==> config.mk <==
export PLATFORM = sky130hd
export DESIGN_NAME = product_accumulator_flat
export DESIGN_NICKNAME = d
export VERILOG_FILES = /design/src/rtl/product_accumulator_if.sv /design/src/rtl/product_accumulator.sv /design/src/flat_wrapper.sv
export SDC_FILE = /design/constraint.sdc
export NUM_CORES = 1
export LEC_CHECK = 0
export CAP_MARGIN = 20
export CELL_PAD_IN_SITES_DETAIL_PLACEMENT = 1
export CELL_PAD_IN_SITES_GLOBAL_PLACEMENT = 1
export CORE_MARGIN = 2
export CORE_UTILIZATION = 42
export CTS_BUF_LIST = sky130_fd_sc_hd__clkbuf_4 sky130_fd_sc_hd__clkbuf_8
export DETAILED_ROUTE_END_ITERATION = 6
export GPL_TIMING_DRIVEN = 0
export PLACE_DENSITY = 0.86
export SYNTH_ARGS = -nofsm -noshare
export SYNTH_HDL_FRONTEND = slang
export SYNTH_SLANG_ARGS = --single-unit
export TNS_END_PERCENT = 1
==> constraint.sdc <==
create_clock -name clk -period 3.3 [get_ports clk]
set_input_delay 0.825 -clock clk [delete_from_list [all_inputs] [get_ports clk]]
set_output_delay 0.825 -clock clk [all_outputs]
set_load 0.01 [all_outputs]
==> src/rtl/product_accumulator_if.sv <==
// Product stream (in_*) and burst result (out_*) handshakes.
// The slave side belongs to product_accumulator.
interface product_accumulator_if #(
  parameter int PW = 8,
  parameter int AW = 16
);
  logic          in_valid;
  logic          in_ready;
  logic [PW-1:0] in_product;
  logic          out_valid;
  logic          out_ready;
  logic [AW-1:0] out_sum;
  logic          out_overflow;

  modport master (
    output in_valid, in_product, out_ready,
    input  in_ready, out_valid, out_sum, out_overflow
  );

  modport slave (
    input  in_valid, in_product, out_ready,
    output in_ready, out_valid, out_sum, out_overflow
  );
endinterface

==> src/rtl/product_accumulator.sv <==
// Sums bursts of COUNT unsigned products into an AW-bit result with a sticky overflow flag.
// Optional macro PRODACC_SATURATE_EN clamps the accumulator on overflow; otherwise it wraps.
module product_accumulator #(
  parameter int PW    = 8,
  parameter int AW    = 16,
  parameter int COUNT = 4
) (
  input  logic                  clk,
  input  logic                  rst_n,
  input  logic                  clear,
  product_accumulator_if.slave  bus
);
  localparam int CW = (COUNT > 1) ? $clog2(COUNT) : 1;
  localparam logic [AW-1:0] ACC_MAX = {AW{1'b1}};

  typedef enum logic [0:0] {ACCUM = 1'b0, HOLD = 1'b1} state_t;

  state_t        state_r;
  logic [AW-1:0] acc_r;
  logic [CW-1:0] count_r;
  logic          ovf_r;
  logic          in_ready_r;
  logic          out_valid_r;
  logic [AW-1:0] out_sum_r;
  logic          out_overflow_r;

  logic [AW:0]   sum_wide_s;
  logic [AW-1:0] acc_next_s;
  logic          ovf_next_s;
  logic          last_s;
  logic          in_fire_s;
  logic          out_fire_s;

  // Zero-extends the product and keeps the carry-out in the top bit.
  function automatic logic [AW:0] add_ext(input logic [AW-1:0] a, input logic [PW-1:0] p);
    add_ext = {1'b0, a} + {{(AW + 1 - PW){1'b0}}, p};
  endfunction

  // Next accumulator value, overflow flag and burst-completion decode.
  always_comb begin
    in_fire_s  = in_ready_r & bus.in_valid;
    out_fire_s = out_valid_r & bus.out_ready;
    sum_wide_s = add_ext(acc_r, bus.in_product);
    ovf_next_s = ovf_r | sum_wide_s[AW];
`ifdef PRODACC_SATURATE_EN
    // Once clamped, the accumulator stays at the ceiling for the rest of the burst.
    if (ovf_next_s) begin
      acc_next_s = ACC_MAX;
    end else begin
      acc_next_s = sum_wide_s[AW-1:0];
    end
`else
    acc_next_s = sum_wide_s[AW-1:0];
`endif
    last_s = (count_r == CW'(COUNT - 1));
  end

  // Burst FSM: ACCUM collects products, HOLD presents the result until taken.
  always_ff @(posedge clk or negedge rst_n) begin
    if (!rst_n) begin
      state_r        <= ACCUM;
      acc_r          <= {AW{1'b0}};
      count_r        <= {CW{1'b0}};
      ovf_r          <= 1'b0;
      in_ready_r     <= 1'b1;
      out_valid_r    <= 1'b0;
      out_sum_r      <= {AW{1'b0}};
      out_overflow_r <= 1'b0;
    end else if (clear) begin
      // Abort drops any handshake this cycle; the last result stays visible.
      state_r     <= ACCUM;
      acc_r       <= {AW{1'b0}};
      count_r     <= {CW{1'b0}};
      ovf_r       <= 1'b0;
      in_ready_r  <= 1'b1;
      out_valid_r <= 1'b0;
    end else begin
      case (state_r)
        ACCUM: begin
          if (in_fire_s) begin
            if (last_s) begin
              out_sum_r      <= acc_next_s;
              out_overflow_r <= ovf_next_s;
              out_valid_r    <= 1'b1;
              in_ready_r     <= 1'b0;
              state_r        <= HOLD;
              acc_r          <= {AW{1'b0}};
              count_r        <= {CW{1'b0}};
              ovf_r          <= 1'b0;
            end else begin
              acc_r   <= acc_next_s;
              count_r <= count_r + CW'(1);
              ovf_r   <= ovf_next_s;
            end
          end
        end
        HOLD: begin
          if (out_fire_s) begin
            out_valid_r <= 1'b0;
            in_ready_r  <= 1'b1;
            state_r     <= ACCUM;
          end
        end
        default: begin
          state_r     <= ACCUM;
          acc_r       <= {AW{1'b0}};
          count_r     <= {CW{1'b0}};
          ovf_r       <= 1'b0;
          in_ready_r  <= 1'b1;
          out_valid_r <= 1'b0;
        end
      endcase
    end
  end

  assign bus.in_ready     = in_ready_r;
  assign bus.out_valid    = out_valid_r;
  assign bus.out_sum      = out_sum_r;
  assign bus.out_overflow = out_overflow_r;
endmodule

==> src/flat_wrapper.sv <==
// flat-port wrapper written by rule: the top's interface ports become plain ports
module product_accumulator_flat 
#(
  parameter int PW    = 8,
  parameter int AW    = 16,
  parameter int COUNT = 4
)
  (clk, rst_n, clear, bus_in_valid, bus_in_product, bus_out_ready, bus_in_ready, bus_out_valid, bus_out_sum, bus_out_overflow);
  product_accumulator_if #(.PW(PW), .AW(AW)) bus_i ();
  input  logic clk;
  input  logic rst_n;
  input  logic clear;
  input wire logic [$bits(bus_i.in_valid)-1:0] bus_in_valid;
  input wire logic [$bits(bus_i.in_product)-1:0] bus_in_product;
  input wire logic [$bits(bus_i.out_ready)-1:0] bus_out_ready;
  output wire logic [$bits(bus_i.in_ready)-1:0] bus_in_ready;
  output wire logic [$bits(bus_i.out_valid)-1:0] bus_out_valid;
  output wire logic [$bits(bus_i.out_sum)-1:0] bus_out_sum;
  output wire logic [$bits(bus_i.out_overflow)-1:0] bus_out_overflow;
  assign bus_i.in_valid = bus_in_valid;
  assign bus_i.in_product = bus_in_product;
  assign bus_i.out_ready = bus_out_ready;
  assign bus_in_ready = bus_i.in_ready;
  assign bus_out_valid = bus_i.out_valid;
  assign bus_out_sum = bus_i.out_sum;
  assign bus_out_overflow = bus_i.out_overflow;
  product_accumulator #(.PW(PW), .AW(AW), .COUNT(COUNT)) u_core (.clk(clk), .rst_n(rst_n), .clear(clear), .bus(bus_i));
endmodule
==> reports/results.txt, run 1 <==
Outcome - completed
Die Height - 76.9 µm
Number of global-route vias before repair - 2028
Antenna Violating Nets Remaining - 0
Setup Viol. Count Final - 0
Crit Reg-Reg Endpoint - u_core.bus.out_sum[12]$_DFFE_PN0P_
Root Buffer - clkbuf_8
Gr usage total - 0.218
Share of layout cells above drive strength 1 - 0.0945
Clock input transition at the sequential cells of the worst setup and hold paths - 0.08 ns
Worst hold-check path type - reg2reg
Actual slew at the worst max-slew pin - 0.878 ns
Layout net count - 297
Slowest cell on crit path - clkdlybuf4s50_1
Startpoint types - input port
Dpl cells - 337
Clock network power share - 0.241
Clk_skew - 0.00737 ns
GR Layer Usage met2 - 0.352
Global-route wire length before repair - 10.3 mm
Vias post-DR - 1994
R2R depth - 8
DRT iter0 DRCs - 147
Slew Viols, Final - 0
DRC Markers - 0
FFs w/ async S/R, synth - 1.00
Mapped Cells - 237
Hold Path End - u_core.bus.out_sum[1]$_DFFE_PN0P_
Wire per inst - 17.4 µm
Gr ovfl total - 0
Non-Filler Instances - 345
Worst-path cell chain - clkdlybuf4s50_1 -> ha_1 -> inv_1 -> fa_1 -> nor2b_1 -> o2111ai_1 -> a31o_2 -> or4_1 -> nand3_1
Initial antenna violation count - 0
Maxcap violations - 0
Hpwl dp - 4.25 mm
Synth area leaders - dfrtp_1, o2111ai_1, nand2_1, ha_1, o21ai_0
CP arrival - 3.22 ns
Clock tree from TritonCTS - yes
Mapped Area - 0.00223 mm²
Crit path capture type - flip-flop
Largest stage delay, worst path - 0.48 ns
Longest Clk Path Bufs - 2
Sink Count - 39
Worst-Skew Late Latency - 0.29 ns
Sequential fraction of the synthesis area - 0.437
CP max FO - 9
Reg power frac - 0.424
Row Count - 26
RR Startpoint - u_core.acc_r[0]$_DFFE_PN0P_
Power Internal - 0.000919 W
Ys flop type - dfrtp_1
Fin util - 0.531
Top Family by Delay on Critical Path - simple AND/OR/NAND/NOR gates
Synthesis-to-layout area growth - 21.4%
Die width - 76.9 µm
Starting Density - 0.438
Area leader, netlist - dfrtp_1
Filler instances - 611
Via/cell ratio - 5.78
Period minus WS final - 2.99 ns
Sw power - 0.000459 W
# diodes - 0
Post-synth EDFFs - 0
Final Cycle Share - 0.907
GPL Wtd Cong - 0.865
Largest net degree at the start of global routing - 40
Core ar. - 0.00511 mm²
PwrDens - 508 mW/mm²
Yosys warns - 0
Hold Path Cell Cnt - 2
RSZ-0062 raised after global routing - no
Critical path class - in2reg
Net Count, Synth - 260
LEAKAGE - 1.19 nW
Busiest grt layer - met2
Avg Cell Area, Syn - 9.43 µm²
Num CTS Buffers - 5
Die area - 0.00592 mm²
Post-CTS Hold Buffers - 0
Met3 usage - 0.0353
Total Power - 0.00138 W
Hold path startpoint - u_core.bus.out_sum[1]$_DFFE_PN0P_
Drt pass-1 iters - 4
Critical path required time - 3.53 ns
Routed wire length - 6.00 mm
R2R Setup Slk - 0.96 ns
Buf+Inv Stages, Crit Path - 2
Yosys reg bits - 39
Buffers on Ports - 30
Dpl cell area - 0.00262 mm²
F_max - 334 MHz
Sw Share - 0.333
H-tree Lvls - 2
VDD IR max - 255 µV
Io pins - 32
Final hold vios - 0
Share of the synthesized area in the top cell type - 0.426
Routing usage on met1 - 0.302
Yosys cell types - 46
Finished Cell Area - 0.00271 mm²
Comb power frac - 0.335
Max-slew headroom - 0.415
[state kept, by name, indices dropped and copies added, names as in the netlist]
| name | count |
|---|---|
| u_core.state_r | 1 |
| u_core.bus.out_sum | 16 |
| u_core.bus.in_ready | 1 |
| u_core.ovf_r | 1 |
| u_core.count_r | 2 |
| u_core.bus.out_valid | 1 |
| u_core.acc_r | 16 |
| u_core.bus.out_overflow | 1 |
[repair_timing]
| item | CTS | global route |
|---|---|---|
| setup endpoints to repair | 0 | 1 |
| buffers inserted | 0 | 0 |
| endpoints found under the hold margin | 0 | 0 |
| gates resized for setup | 0 | 1 |
[per-stage QoR]
stage	setup TNS [ns]	worst slack, ns	hold slack [ns]
2_1_floorplan	0	0.772	0.454
3_3_place_gp	-0.00107	-0.00107	0.457
3_5_place_dp	-0.118	-0.0328	0.461
4_1_cts	0	0.225	0.480
5_1_grt	0	0.147	0.508
6_report	0	0.308	0.481
[per-layer routing]
metal	share of wire	vias to the layer above
met2	0.47	41
met1	0.47	991
met3	0.035	10
met5	0	-
met4	0.017	0
li1	-	952
[placed cells by master, fill, tap and decap left out, types with 3 or more instances in the layout]
cell             Yosys  layout
a21oi_1             11      11
a22o_1               4       4
a31oi_1              8       7
buf_2                3       4
clkbuf_1             7       7
clkbuf_8             0       5
clkdlybuf4s50_1      0      29
dfrtp_1             38      38
ha_1                 9       9
inv_1                9       9
mux2_2               3       3
nand2_1             32      32
nand3_1             10      10
nand4_1              5       5
nor2_1              15      15
nor2b_1              3       3
nor3_1               3       3
o2111ai_1           15      15
o211ai_1             5       5
o21ai_0             15      15
xnor2_1              3       3
xor2_1               3       3
[Yosys cell counts, types with 2 or more instances]
library cell / count
ha_1: 9
a21o_1: 2
a31oi_1: 8
dfrtp_1: 38
buf_2: 3
o211ai_1: 5
or4_1: 2
a22o_1: 4
nor2_1: 15
nor3_1: 3
inv_1: 9
mux2_2: 3
nand3b_1: 2
clkbuf_1: 7
nand4_1: 5
o21a_1: 2
nand3_1: 10
o21ai_0: 15
a41oi_1: 2
xor2_1: 3
buf_6: 2
buf_4: 2
o21bai_1: 2
xnor2_1: 3
a31o_2: 2
nor2b_1: 3
o2111ai_1: 15
nand2_1: 32
a21oi_1: 11
and3_1: 2
[power groups by stage]
| stage | logic [W] | clock network [W] | registers [W] |
|---|---|---|---|
| CTS | 0.000461 | 0.000339 | 0.000585 |
| floorplan | 0.000264 | 0 | 0.000608 |
| detailed placement | 0.000457 | 0 | 0.000594 |
| global placement | 0.000448 | 0 | 0.000591 |
| finish | 0.000462 | 0.000332 | 0.000584 |
| global route | 0.000506 | 0.000354 | 0.000595 |
[layout make-up]
cell class,instances,area [µm²],area share
plain buffers,14,78.8,0.0291
clock buffers,7,83.8,0.0309
clock inverters,1,5.00,0.00185
inverters,9,33.8,0.0125
multi-input cells,175,1150,0.424
flip-flops and latches,39,977,0.360
well taps,70,87.6,0.0323
repair buffers,30,295,0.109
[worst register-to-register path: stages, from the launching register on]
cell	delay, ns
dfrtp_1	0.36
ha_1	0.18
inv_1	0.06
fa_1	0.39
nor2b_1	0.19
o2111ai_1	0.23
a31o_2	0.35
or4_1	0.41
nand3_1	0.09
[kinds of logic (layout without fill, tap and decap cells)]
logic type | after synthesis | after routing | synth area share
and+or+nand+nor | 82 | 82 | 0.184
xor gates and xnor gates | 6 | 6 | 0.0235
adders and majority gates | 10 | 10 | 0.0594
muxes | 4 | 4 | 0.0196
DFF | 39 | 39 | 0.437
AOI/OAI and AO/OA | 73 | 73 | 0.226
buffers and inverters | 23 | 61 | 0.0504
[how the worst max path moves through the flow]
| stage | start | endpoint | cells past startpoint |
|---|---|---|---|
| after floorplan | bus_in_product[0] | u_core.bus.out_sum[12]$_DFFE_PN0P_ | 8 |
| after global placement | bus_in_product[0] | u_core.acc_r[12]$_DFFE_PN0P_ | 9 |
| after detailed placement | bus_in_product[0] | u_core.bus.out_sum[8]$_DFFE_PN0P_ | 9 |
| after CTS | bus_in_product[0] | u_core.ovf_r$_DFFE_PN0P_ | 9 |
| after global routing | bus_in_product[0] | u_core.bus.out_sum[12]$_DFFE_PN0P_ | 9 |
| final | bus_in_product[0] | u_core.bus.out_sum[12]$_DFFE_PN0P_ | 9 |
Power figures use the tool's default switching activity.
==> run 2: changes to the inputs <==
Settings changed: REMOVE_ABC_BUFFERS from default to 1.
==> reports/results.txt, run 2 (synthesized netlist as in run 1, its figures left out) <==
Die width - 76.9 µm (unchanged)
GPL Wtd Cong - 0.802 (-7.3%)
Finished Cell Area - 0.00270 mm² (-0.42%)
Clock tree from TritonCTS - yes
Io pins - 32 (unchanged)
CP arrival - 3.16 ns (-0.06 ns)
Worst hold-check path type - reg2reg
Slew Viols, Final - 0 (unchanged)
Wire per inst - 17.2 µm (-1.1%)
Critical path class - in2reg
RSZ-0062 raised after global routing - no
Max-slew headroom - 0.402 (-0.0122)
Sw power - 0.000474 W (+3.4%)
Initial antenna violation count - 0 (unchanged)
Num CTS Buffers - 5 (unchanged)
Starting Density - 0.438 (unchanged)
Hpwl dp - 4.07 mm (-4.3%)
Global-route wire length before repair - 9.93 mm (-3.7%)
F_max - 340 MHz (+1.7%)
Synthesis-to-layout area growth - 20.9%
Setup Viol. Count Final - 0 (unchanged)
DRC Markers - 0 (unchanged)
Critical path required time - 3.52 ns (about the same)
Power Internal - 0.000988 W (+7.4%)
Period minus WS final - 2.94 ns (-0.0486 ns)
Worst-path cell chain - clkdlybuf4s50_1 -> ha_1 -> inv_1 -> fa_1 -> nor2b_1 -> o2111ai_1 -> a31oi_1 -> nand3_1 -> o21ai_0
Gr usage total - 0.210 (-0.00769)
Die area - 0.00592 mm² (unchanged)
CP max FO - 5 (-4)
Top Family by Delay on Critical Path - compound AO/OA/AOI/OAI gates
Hold path startpoint - u_core.bus.out_sum[11]$_DFFE_PN0P_
Slowest cell on crit path - a31oi_1
DRT iter0 DRCs - 115 (-22%)
Buffers on Ports - 31 (+3.3%)
Fin util - 0.529 (-0.00221)
Hold Path End - u_core.bus.out_sum[11]$_DFFE_PN0P_
Post-CTS sizing - 0 (unchanged)
Final hold vios - 0 (unchanged)
Longest Clk Path Bufs - 2 (unchanged)
Share of layout cells above drive strength 1 - 0.0830 (-0.0115)
R2R Setup Slk - 0.99 ns (+0.03 ns)
Startpoint types - input port
Crit Reg-Reg Endpoint - u_core.ovf_r$_DFFE_PN0P_
R2R depth - 8 (unchanged)
Maxcap violations - 0 (unchanged)
Most common cell after layout, fill and taps aside - dfrtp_1
PwrDens - 541 mW/mm² (+6.5%)
Comb power frac - 0.300 (-0.035)
Root Buffer - clkbuf_8
# diodes - 0 (unchanged)
Largest net degree at the start of global routing - 40 (unchanged)
Actual slew at the worst max-slew pin - 0.896 ns (+0.0184 ns)
Dpl cell area - 0.00258 mm² (-1.6%)
H-tree Lvls - 2 (unchanged)
Worst-Skew Late Latency - 0.30 ns (about the same)
LEAKAGE - 1.18 nW (-0.71%)
Number of global-route vias before repair - 2055 (+1.3%)
Hold_ws - 0.480 ns (-0.00144 ns)
RR Startpoint - u_core.acc_r[0]$_DFFE_PN0P_
Reg power frac - 0.411 (-0.013)
Post-CTS Setup Inserts - 0 (unchanged)
Post-CTS Hold Buffers - 0 (unchanged)
Routed wire length - 5.76 mm (-4.0%)
Die Height - 76.9 µm (unchanged)
Clk_skew - 0.00657 ns (-0.000804 ns)
Clock input transition at the sequential cells of the worst setup and hold paths - 0.08 ns (about the same)
Sw Share - 0.324 (-0.00857)
Hold Path Cell Cnt - 2 (unchanged)
Drt pass-1 iters - 4 (unchanged)
Final Cycle Share - 0.892 (-0.0147)
Layout net count - 287 (-3.4%)
Largest stage delay, worst path - 0.50 ns (+0.02 ns)
Buf+Inv Stages, Crit Path - 2 (unchanged)
Gr ovfl total - 0 (unchanged)
Outcome - completed
Via/cell ratio - 5.78 (about the same)
Core ar. - 0.00511 mm² (unchanged)
Commonest cells after routing, fill and taps aside - dfrtp_1, nand2_1, clkdlybuf4s50_1
VDD IR max - 240 µV (-6.0%)
Vias post-DR - 1937 (-2.9%)
Antenna Violating Nets Remaining - 0 (unchanged)
Row Count - 26 (unchanged)
Crit path capture type - flip-flop
Sink Count - 39 (unchanged)
Clock network power share - 0.289 (+0.048)
-- run 2: cell types whose count changed in the layout (fill, tap and decap cells not counted) --
cell	delta
bufinv_16	+1
a31oi_2	-1
clkdlybuf4s50_1	+1
clkbuf_1	-7
clkbuf_8	+1
buf_2	-3
clkbuf_4	-2
a31oi_1	+1
buf_4	-1
nor3_1	-1
nor3_2	+1
-- run 2: cell type report --
cell class	instances	area (µm²)
multi-input cells	175	1150
repair buffers	34	335
fillers	603	2410
inverters	9	33.8
clock buffers	6	82.6
well taps	70	87.6
flip-flops and latches	39	977
clock inverters	2	35.0
-- run 2: routing by layer --
metal  vias up  track usage  wire, µm
li1        934            -         -
met1       954        0.277      2670
met2        40        0.349      2810
met3         9       0.0424       201
met4         0       0.0618        78
met5         -            0         0
-- run 2: worst reg2reg max path: cells and delay by family, from the launching register on --
family	cells	cell delay (ns)
buffers and inverters	1	0.06
adders and majority gates	2	0.57
and+or+nand+nor	2	0.36
AOI/OAI and AO/OA	3	0.89
DFF	1	0.36
-- run 2: power by group through the flow --
stage | Sequential, W | Clock [W] | Combinational (W)
floorplan | 0.000618 | 0 | 0.000234
global placement | 0.000606 | 0 | 0.000411
detailed placement | 0.000609 | 0 | 0.000431
CTS | 0.000601 | 0.000426 | 0.000437
global route | 0.000611 | 0.000444 | 0.000488
finish | 0.000601 | 0.000422 | 0.000439
-- run 2: worst max path at each step --
stage / from / end / slack, ns / depth (start not counted)
after floorplan: bus_in_product[0] / u_core.bus.out_sum[12]$_DFFE_PN0P_ / 0.77 / 8
after global placement: bus_in_valid / u_core.acc_r[12]$_DFFE_PN0P_ / -0.57 / 5
after detailed placement: bus_in_product[0] / u_core.acc_r[14]$_DFFE_PN0P_ / 0.08 / 9
after CTS: bus_in_product[0] / u_core.ovf_r$_DFFE_PN0P_ / 0.36 / 9
after global routing: bus_in_product[0] / u_core.ovf_r$_DFFE_PN0P_ / 0.14 / 9
final: bus_in_product[0] / u_core.ovf_r$_DFFE_PN0P_ / 0.36 / 9
-- run 2: stage by stage --
stage	instances	total power (W)	setup WS (ns)	setup TNS, ns
after floorplan	223	0.000852	0.767	0
after global placement	324	0.00102	-0.565	-5.96
after detailed placement	326	0.00104	0.0750	0
after CTS	334	0.00146	0.364	0
after global routing	335	0.00154	0.145	0
final	335	0.00146	0.357	0
